## src/rtl/logit_frame_packer_if.sv

```systemverilog
// Handshake bundle for logit_frame_packer: serial logit stream in, parallel score vector out.
// The sat_hit flag exists only when LOGIT_SAT_EN is defined.
interface logit_frame_packer_if #(
    parameter int inputBits  = 16,
    parameter int dataBits   = 16,
    parameter int numClasses = 10
);
    logic                        in_valid;
    logic                        in_ready;
    logic signed [dataBits-1:0]  in_data;
    logic                        in_last;
    logic                        out_valid;
    logic                        out_ready;
    logic signed [inputBits-1:0] out [numClasses-1:0];
    logic                        err_len;
`ifdef LOGIT_SAT_EN
    logic                        sat_hit;

    modport master (
        output in_valid, in_data, in_last, out_ready,
        input  in_ready, out_valid, out, err_len, sat_hit
    );

    modport slave (
        input  in_valid, in_data, in_last, out_ready,
        output in_ready, out_valid, out, err_len, sat_hit
    );
`else
    modport master (
        output in_valid, in_data, in_last, out_ready,
        input  in_ready, out_valid, out, err_len
    );

    modport slave (
        input  in_valid, in_data, in_last, out_ready,
        output in_ready, out_valid, out, err_len
    );
`endif
endinterface

```

## src/rtl/logit_frame_packer.sv

```systemverilog
// Packs numClasses serial logits into a held parallel vector for the argmax stage.
// Optional LOGIT_SAT_EN: accBits-wide input saturated to inputBits, plus a sat_hit flag.
module logit_frame_packer #(
    parameter int inputBits  = 16,
    parameter int accBits    = 32,
    parameter int numClasses = 10
) (
    input logic                 clk,
    input logic                 rst_n,
    logit_frame_packer_if.slave bus
);
    localparam int idx_bits = (numClasses > 1) ? $clog2(numClasses) : 1;
    localparam logic [idx_bits-1:0] last_idx = idx_bits'(numClasses - 1);

    generate
        if (accBits < inputBits) begin : g_bad_acc_bits
            $error("logit_frame_packer: accBits must be >= inputBits");
        end
    endgenerate

    typedef enum logic {
        FILL = 1'b0,
        HOLD = 1'b1
    } state_t;

    state_t                      state_q, state_d;
    logic [idx_bits-1:0]         idx_q, idx_d;
    logic                        err_q, err_d;
    logic                        wr_en;
    logic                        accept;
    logic signed [inputBits-1:0] beat_data;
    logic signed [inputBits-1:0] frame_buf [numClasses-1:0];

    assign bus.in_ready  = (state_q == FILL);
    assign bus.out_valid = (state_q == HOLD);
    assign bus.err_len   = err_q;
    assign bus.out       = frame_buf;
    assign accept        = bus.in_valid & bus.in_ready;

`ifdef LOGIT_SAT_EN
    localparam logic signed [accBits-1:0] sat_max =
        {{(accBits-inputBits+1){1'b0}}, {(inputBits-1){1'b1}}};
    localparam logic signed [accBits-1:0] sat_min =
        {{(accBits-inputBits+1){1'b1}}, {(inputBits-1){1'b0}}};

    logic sat_beat;
    logic sat_q;

    always_comb begin
        sat_beat  = 1'b0;
        beat_data = bus.in_data[inputBits-1:0];
        if (bus.in_data > sat_max) begin
            sat_beat  = 1'b1;
            beat_data = sat_max[inputBits-1:0];
        end else if (bus.in_data < sat_min) begin
            sat_beat  = 1'b1;
            beat_data = sat_min[inputBits-1:0];
        end
    end

    // Sticky per frame; restarts on the first beat of every frame and on release of a held vector.
    always_ff @(posedge clk or negedge rst_n) begin
        if (!rst_n) begin
            sat_q <= 1'b0;
        end else if (state_q == HOLD && bus.out_ready) begin
            sat_q <= 1'b0;
        end else if (accept) begin
            sat_q <= ((idx_q == '0) ? 1'b0 : sat_q) | sat_beat;
        end
    end

    assign bus.sat_hit = sat_q;
`else
    assign beat_data = bus.in_data;
`endif

    // NOTE: sequential state uses non-blocking assignments so every flop samples pre-edge values.
    always_ff @(posedge clk or negedge rst_n) begin
        if (!rst_n) begin
            state_q <= FILL;
            idx_q   <= '0;
            err_q   <= 1'b0;
        end else begin
            state_q <= state_d;
            idx_q   <= idx_d;
            err_q   <= err_d;
        end
    end

    always_comb begin
        // NOTE: every output of this block gets a default first, so no path can infer a latch.
        state_d = state_q;
        idx_d   = idx_q;
        err_d   = 1'b0;
        wr_en   = 1'b0;
        case (state_q)
            FILL: begin
                if (accept) begin
                    wr_en = 1'b1;
                    if (idx_q == last_idx) begin
                        idx_d = '0;
                        if (bus.in_last) begin
                            state_d = HOLD;
                        end else begin
                            err_d = 1'b1;
                        end
                    end else if (bus.in_last) begin
                        idx_d = '0;
                        err_d = 1'b1;
                    end else begin
                        idx_d = idx_q + 1'b1;
                    end
                end
            end
            HOLD: begin
                if (bus.out_ready) begin
                    state_d = FILL;
                end
            end
            default: state_d = FILL;
        endcase
    end

    // NOTE: this small register file is reset on purpose: a reset must clear the visible vector at once.
    always_ff @(posedge clk or negedge rst_n) begin
        if (!rst_n) begin
            for (int i = 0; i < numClasses; i++) begin
                frame_buf[i] <= '0;
            end
        end else if (wr_en) begin
            frame_buf[idx_q] <= beat_data;
        end
    end
endmodule

```

## src/flat_wrapper.sv

```systemverilog
// flat-port wrapper written by rule: the top's interface ports become plain ports
module logit_frame_packer_flat 
#(
    parameter int inputBits  = 16,
    parameter int accBits    = 32,
    parameter int numClasses = 10
)
  (clk, rst_n, bus_in_valid, bus_in_data, bus_in_last, bus_out_ready, bus_in_ready, bus_out_valid, bus_out, bus_err_len);
  logit_frame_packer_if #(.inputBits(inputBits), .dataBits((16)), .numClasses(numClasses)) bus_i ();
  input logic clk;
  input logic rst_n;
  input wire logic [$bits(bus_i.in_valid)-1:0] bus_in_valid;
  input wire logic [$bits(bus_i.in_data)-1:0] bus_in_data;
  input wire logic [$bits(bus_i.in_last)-1:0] bus_in_last;
  input wire logic [$bits(bus_i.out_ready)-1:0] bus_out_ready;
  output wire logic [$bits(bus_i.in_ready)-1:0] bus_in_ready;
  output wire logic [$bits(bus_i.out_valid)-1:0] bus_out_valid;
  output wire logic [$bits(bus_i.out)-1:0] bus_out;
  output wire logic [$bits(bus_i.err_len)-1:0] bus_err_len;
  assign bus_i.in_valid = bus_in_valid;
  assign bus_i.in_data = bus_in_data;
  assign bus_i.in_last = bus_in_last;
  assign bus_i.out_ready = bus_out_ready;
  assign bus_in_ready = bus_i.in_ready;
  assign bus_out_valid = bus_i.out_valid;
  assign bus_out = {>>{bus_i.out}};
  assign bus_err_len = bus_i.err_len;
  logit_frame_packer #(.inputBits(inputBits), .accBits(accBits), .numClasses(numClasses)) u_core (.clk(clk), .rst_n(rst_n), .bus(bus_i));
endmodule
```

## config.mk

```make
export PLATFORM = sky130hd
export DESIGN_NAME = logit_frame_packer_flat
export DESIGN_NICKNAME = d
export VERILOG_FILES = /design/src/rtl/logit_frame_packer_if.sv /design/src/rtl/logit_frame_packer.sv /design/src/flat_wrapper.sv
export SDC_FILE = /design/constraint.sdc
export NUM_CORES = 1
export LEC_CHECK = 0
export CELL_PAD_IN_SITES_DETAIL_PLACEMENT = 1
export CELL_PAD_IN_SITES_GLOBAL_PLACEMENT = 1
export CORE_UTILIZATION = 35
export DETAILED_ROUTE_END_ITERATION = 8
export GPL_ROUTABILITY_DRIVEN = 0
export GPL_TIMING_DRIVEN = 0
export PLACE_DENSITY_LB_ADDON = 0.1
export SETUP_SLACK_MARGIN = 0.3
export SYNTH_ARGS = -nofsm -noshare
export SYNTH_HDL_FRONTEND = slang
export SYNTH_SLANG_ARGS = --single-unit
```

## constraint.sdc

```tcl
create_clock -name clk -period 1.8 [get_ports clk]
set_input_delay 0.18 -clock clk [delete_from_list [all_inputs] [get_ports clk]]
set_output_delay 0.18 -clock clk [all_outputs]
set_load 0.1 [all_outputs]
```

# After elaboration in Yosys (flattened, before gate mapping)
# Cells that the tools add are included.
# word_totals
ff_bits	166
in_bits	21
output_inout_bits	163
wordCells	37
# op_classes
addsub	1
magnitude_cmp	2
n_eq_ne	1
mux	16
bitwise_logic	2
n_reduce_logical	2
# ops
op	count
160-bit bitwise mux	1
16-bit demux with 4-bit select	1
16-bit 2-to-1 mux	1
1-bit 2-to-1 mux	10
4-bit 2-to-1 mux	2
4-bit by 5-bit < comparator with 1-bit output (second input constant)	1
4-bit by 1-bit adder with 4-bit output (second input constant)	1
4-bit == test (second input constant)	1
4-bit by 1-bit greater-or-equal comparator with 1-bit output (second input constant)	1
1-bit one-hot mux with 2 select lines	1
2-bit AND reduction	1
1-bit AND	1
1-bit logical AND	1
1-bit NOT	1

# Depth between registers and ports, before layout
# Gate-level depths: netlist (run 1).
# logic_depth
ltp_word	5
depth_mapped	7
ltp_nobuf	6

# Worst setup path after synthesis (run 1)
# OpenSTA, ideal clock, no wires.
# synth_timing
kind	reg-to-reg
startpoint	reg u_core.state_q (netlist: u_core.bus.out_valid)
endpoint	reg u_core.frame_buf, in the netlist u_core.bus.out[101]
setup_time_ns	0.126
t_arrival_ns	2.231
t_required_ns	1.674
path_slack_ns	-0.557
path_stages_with_launch	6
path_buffers	2
period_less_slack_ns	2.357
path_cell_list	dfrtp_1 > buf_4 > and4bb_2 > nand2_1 > buf_2 > mux2_2
# synth_via
elab_chain_cells	4
# synth_lines
element	line_no	rtl
start, declared	logit_frame_packer.sv:26	state_t state_q, state_d;
start signal, assigned	logit_frame_packer.sv:84	state_q <= state_d;
1-bit NOT	-	
1-bit AND	logit_frame_packer.sv:38	assign accept = bus.in_valid & bus.in_ready;
1-bit 2-to-1 mux	logit_frame_packer.sv:98	if (accept) begin
1-bit 2-to-1 mux *	logit_frame_packer.sv:96	case (state_q)
end signal, assigned by index	logit_frame_packer.sv:131	frame_buf[idx_q] <= beat_data;
end, declared	logit_frame_packer.sv:32	logic signed [inputBits-1:0] frame_buf [numClasses-1:0];
# Every way passes the cells marked *; elsewhere a longest branch is shown, timed or not.
# A chain may end at the register's enable or synchronous reset.

# Worst setup path in the final report (run 1)
# layout_timing
startpoint	reg u_core.state_q (netlist: u_core.bus.out_valid)
endpoint	reg u_core.frame_buf, in the netlist u_core.bus.out[71]
# Same word-level chain as after synthesis.

==> results by group, run 1 <==
Logic synthesis
  – Yosys top cell area share: 64.3%
  – Flops & latches, synth: 166
  – Syn Std Cell Area: 6460 sq um
  – Synthesized net count: 424
  – Syn. warnings: 0
  – Main area contributors after synthesis: dfrtp_1 64%, mux2_2 26%, mux2_4 2.3%, ha_1 0.97%, buf_1 0.93%
  – Gate Count Post-Synth: 398
  – Post-synthesis cell type count: 28
  – Area leader, netlist: dfrtp_1
  – Syn Area/Cell: 16.2 sq um
  – Sequential area share after synthesis: 64.3%

GRT
  – Vias in the first global route: 4583
  – Gr usage total: 21.4%
  – Initial antenna violation count: 0
  – First-pass GRT wire length: 29.0 mm
  – Total grt overflow: 0
  – Largest net degree at the start of global routing: 107

Critical path
  – Startpoint Class: flip-flop
  – CP endpoint kind: flip-flop
  – CP Data Required Time: 2110 ps
  – WS Path Type: flip-flop to flip-flop
  – Crit Path Max Fanout: 7
  – Crit path arrival time: 2210 ps

STA
  – Period utilisation layout: 105%
  – Worst-Margin Slew: 603 ps
  – Setup violators final: 129
  – Setup TNS Final: -5780 ps
  – Final Slew Violations: 0
  – RSZ-0062 raised after global routing: true
  – Fmax achieved: 528 MHz
  – Hold Violations, Final: 0
  – Post-layout min period: 1900 ps
  – Worst Slack Setup Final: -95.7 ps
  – Setup Skew: 3.92 ps
  – Slew margin rel.: 59.8%

Detailed routing
  – Vias: 4217
  – Antenna Violating Nets Remaining: 0
  – WL/cell: 22.5 microns
  – Via density: 4.87
  – Pre-antenna DRT Iters: 4
  – Initial DRC count: 145
  – Final wirelength: 19.5 mm
  – Drc violations: 0

Outcome
  – Status: complete, but fails checks
  – Failing checks: negative setup slack

Floorplanning
  – CORE AREA: 18000 sq um
  – # IOs: 184
  – Cell row count: 49
  – Die Y: 138 microns
  – Starting density of the core: 35.9%
  – Total Die Area: 19000 sq um
  – DIE WIDTH: 138 microns

Clock tree
  – Clk root buf: clkbuf_16
  – Total CTS buffers: 17
  – CTS tree: yes
  – H-tree depth reported by CTS: 4
  – Clock latency at the later pin of the worst-skew pair: 430 ps
  – Clock transition at the registers of the reported paths: 60 ps
  – Clock Path Buffers: 2
  – Clock sinks: 166

Layout
  – Ant diodes: 0
  – Synthesis-to-finish area growth: 43.6%
  – Share of layout cells above drive strength 1: 68.8%
  – Nets: 650
  – Fillers: 1806
  – Non-Filler Instances: 866

Placement
  – Port bufs: 167
  – Post-DP HPWL: 11.8 mm
  – Place WS: -540 ps
  – Placed insts: 795

Min path
  – Worst Hold Class: primary input to async pin

Flow run
  – Max_cap viols: 0
[worst paths after layout]
kind / start / to / slack, ps / cells after the start
max: u_core.bus.out_valid$_DFF_PN0_ / u_core.bus.out[71]$_DFFE_PN0P_ / -100 / 5
min: rst_n / u_core.bus.out[78]$_DFFE_PN0P_ / 250 / 2
max reg2reg: u_core.bus.out_valid$_DFF_PN0_ / u_core.bus.out[71]$_DFFE_PN0P_ / -100 / 5
min reg2reg: u_core.bus.out[65]$_DFFE_PN0P_ / u_core.bus.out[65]$_DFFE_PN0P_ / 500 / 1
max in group asynchronous: rst_n / u_core.bus.out_valid$_DFF_PN0_ / 660 / 3
min in group clk: bus_in_data[11] / u_core.bus.out[139]$_DFFE_PN0P_ / 300 / 2
[state kept, by name (all words and copies together), names as in the netlist]
name	count
u_core.bus.out_valid	1
u_core.bus.out	160
u_core.idx_q	4
u_core.bus.err_len	1
[cell usage in the layout, fill, tap and decap left out, types with 2 or more instances in the layout]
cell type	instances
nand2_4	3
buf_1	16
clkbuf_8	3
ha_4	4
clkinvlp_4	2
nand2_1	3
buf_2	164
and2_4	2
clkbuf_16	19
clkinv_2	5
buf_16	3
buf_8	9
mux2_4	83
mux2_2	77
bufinv_16	2
nand2_8	4
buf_4	18
clkdlybuf4s50_1	3
clkbuf_1	3
dfrtp_1	164
buf_12	9
nor4b_4	2
buf_6	13
[worst max-delay path: stages, from the launching register on]
cell	delay, ps
dfrtp_4	480
buf_8	150
or4b_4	540
buf_8	160
buf_12	140
mux2_4	290
[area by class of cell]
| cell class | instances | area, sq um | share of cell area, % |
|---|---|---|---|
| clock inverter | 9 | 100 | 1.08 |
| timing repair buffer | 207 | 1350 | 14.6 |
| inverter | 4 | 22.5 | 0.243 |
| multi-input combinational | 197 | 2590 | 27.9 |
| tap | 229 | 287 | 3.09 |
| clock buffer | 23 | 478 | 5.15 |
| buffer | 31 | 298 | 3.21 |
| sequential | 166 | 4160 | 44.8 |
[per-stage QoR]
stage | hold slack (ps) | cell area (sq um) | utilization [%]
after floorplan | -116 | 6680 | -
after CTS | 283 | 9060 | 50.3
after global placement | 489 | 8640 | 47.9
after global routing | 294 | 9280 | 51.5
after detailed placement | 145 | 8670 | 48.1
final | 249 | 9280 | 51.5
[layer usage]
metal	part of all wire [%]	GRT usage, %
met5	0	0
met2	50	34.0
met1	42	27.0
met4	1.2	7.97
met3	6.8	6.98
[kinds of logic (layout without fill, tap and decap cells)]
family	Yosys count	in the layout	share of synthesized area, %
compound gates	6	6	0.581
fa+ha+maj	5	5	0.968
buf+inv	35	274	2.54
flops	166	166	64.3
mux	160	160	28.4
simple gates	26	26	3.21
[cell usage after synthesis]
master    instances
and3b_1           1
nor2b_1           1
nand3_1           1
nor4_4            1
buf_2            11
nand2_2           4
nor2_1            1
or4_1             2
o22ai_1           1
o41ai_1           1
o21ai_0           3
mux2_2          149
and2_1            2
nand2_1           7
and4bb_2          1
mux2_1            1
buf_1            16
buf_6             1
buf_4             3
mux2_4           10
or2_2             1
ha_1              5
or2b_1            1
dfrtp_1         166
o211ai_1          1
nor4b_4           2
inv_1             4
or4b_1            1
[what timing repair did]
item,4_1_cts,5_1_grt
buffers inserted,23,9
setup endpoints to repair,328,168
hold buffers,1,0
endpoints found under the hold margin,60,0
resized for setup,911,28
pin swaps,9,7
cloned,4,2
Power of run 1 is left out: the tool's default activity adds up to more than one toggle a clock period on the data nets, which glitch-free logic cannot reach.
==> run 2, diff against run 1 <==
==> constraint.sdc (replaced) <==
create_clock -name clk -period 1.8 [get_ports clk]
set_input_delay 0.27 -clock clk [delete_from_list [all_inputs] [get_ports clk]]
set_output_delay 0.27 -clock clk [all_outputs]
set_load 0.1 [all_outputs]
==> run 2 against run 1 <==
  * Non-clock buffer count is 1 higher
  * Flip-flop and latch count did not move
  * Fmax fell by 0.84%
  * The run still ends with negative setup slack left
  * Final cell count up 0.12%
  * Clock-buffer cell count unchanged
  * Worst hold slack improved by 96 ps
  * Design area grew 3.9%
  * Highest routed layer unchanged
==> results by group, run 2 (same netlist as run 1, synthesis figures left out) <==
Layout
  – Commonest cells after routing, fill and taps aside: 164 x dfrtp_1, 101 x clkbuf_4, 84 x mux2_4
  – Share of layout cells above drive strength 1: 68.2%
  – Nets: 651
  – Most common cell after layout, fill and taps aside: dfrtp_1
  – Largest register FFs: 160
  – Synthesis-to-finish area growth: 49.2%
  – Ant diodes: 0

Critical path
  – Flop-to-flop setup slack: -110 ps
  – R2R Path Start: u_core.idx_q[0]$_DFFE_PN0P_
  – CP endpoint kind: flip-flop
  – Startpoint Class: flip-flop
  – R2R depth: 7
  – Worst reg2reg endpoint: u_core.bus.out[71]$_DFFE_PN0P_
  – Crit. Startpoint: u_core.idx_q[0]$_DFFE_PN0P_
  – WS Path Type: flip-flop to flip-flop
  – Crit Path Max Fanout: 5
  – CP Data Required Time: 2110 ps
  – Crit path arrival time: 2220 ps
  – CP Capture Point: u_core.bus.out[71]$_DFFE_PN0P_

Clock tree
  – Total CTS buffers: 17
  – CTS tree: yes
  – Clk root buf: clkbuf_16
  – Clock latency at the later pin of the worst-skew pair: 430 ps
  – Clock sinks: 166
  – Clock Path Buffers: 2
  – H-tree depth reported by CTS: 4
  – Clock transition at the registers of the reported paths: 60 ps

Outcome
  – Status: complete, but fails checks
  – Failing checks: negative setup slack

Detailed routing
  – Antenna Violating Nets Remaining: 0
  – Top routing layer in use: met4
  – Vias: 4205
  – Met2 WL post-DR: 9.68 mm
  – WL/cell: 22.3 microns
  – Metal3 WL: 1.27 mm
  – Initial DRC count: 115
  – Via density: 4.85
  – Pre-antenna DRT Iters: 4
  – Drc violations: 0
  – M1 WL: 8.20 mm
  – Final wirelength: 19.3 mm

STA
  – Slew margin rel.: 61.1%
  – Setup violators final: 56
  – Hold Violations, Final: 0
  – Worst-Margin Slew: 583 ps
  – Final Slew Violations: 0
  – Period utilisation layout: 106%
  – Worst Slack Setup Final: -112 ps
  – Fmax achieved: 523 MHz
  – Post-layout min period: 1910 ps
  – RSZ-0062 raised after global routing: true
  – Setup Skew: 9.14 ps
  – Hold WS: 344 ps

Placement
  – Place WS: -630 ps
  – Port bufs: 167
  – Post-DP HPWL: 11.8 mm

Floorplanning
  – CORE AREA: 18000 sq um
  – # IOs: 184
  – Cell row count: 49
  – DIE WIDTH: 138 microns
  – Total Die Area: 19000 sq um
  – Die Y: 138 microns
  – Starting density of the core: 35.9%

GRT
  – First-pass GRT wire length: 28.7 mm
  – Total grt overflow: 0
  – Vias in the first global route: 4601
  – Largest net degree at the start of global routing: 107
  – Gr usage total: 21.1%
  – Initial antenna violation count: 0

Flow run
  – Max_cap viols: 0

Min path
  – Worst Hold Class: primary input to async pin
## run 2: changes by cell type in the layout (fill, tap and decap cells not counted), sizes merged
cell,previous run,this run
buf,232,132
clkbuf,25,126
## run 2: worst min path at each step
stage                                     endpoint  slack [ps]  depth (start not counted)
floorplan             u_core.bus.err_len$_DFF_PN0_         -30                          0
global route        u_core.bus.out[78]$_DFFE_PN0P_         390                          2
detailed placement  u_core.bus.out[78]$_DFFE_PN0P_         240                          1
global placement    u_core.bus.out[96]$_DFFE_PN0P_         490                          1
CTS                 u_core.bus.out[78]$_DFFE_PN0P_         370                          2
finish              u_core.bus.out[78]$_DFFE_PN0P_         340                          2
## run 2: final cells by class
class / count / area, sq um
inverters: 4 / 20.0
multi-input cells: 197 / 2550
clock buffers: 23 / 478
repair buffers: 208 / 1760
clock inverters: 9 / 100
plain buffers: 31 / 293
fillers: 1763 / 8380
well taps: 229 / 287
flip-flops and latches: 166 / 4160
## run 2: metrics by stage
stage / std cells / utilization (%) / cell area [sq um] / TNS (ps)
2_1_floorplan: 398 / - / 6680 / -7150
3_3_place_gp: 794 / 47.9 / 8640 / -1082980
3_5_place_dp: 795 / 48.1 / 8670 / -46190
4_1_cts: 855 / 51.0 / 9200 / -2100
5_1_grt: 867 / 53.5 / 9650 / -8010
6_report: 867 / 53.5 / 9650 / -2780
## run 2: repair_timing
| item | 4_1_cts | 5_1_grt |
|---|---|---|
| setup buffers | 23 | 10 |
| hold buffers | 1 | 0 |
| setup endpoints to repair | 328 | 268 |
| pin swaps | 8 | 2 |
| hold endpoints to repair | 60 | 0 |
| gates cloned | 4 | 2 |
| gates resized for setup | 972 | 117 |
## run 2: worst max-delay path, stage by stage, from the launching register on
cell     delay, ps
dfrtp_2        430
inv_4           80
ha_4           140
nand2_4         50
or4b_4         500
buf_8          160
buf_12         140
mux2_4         290
## run 2: routing by layer
metal | vias up | global-route usage, %
li1 | 1850 | -
met1 | 2214 | 26.5
met2 | 127 | 34.5
met3 | 14 | 7.05
met4 | 0 | 6.22
met5 | - | 0
Power of run 2 is left out for the same reason.
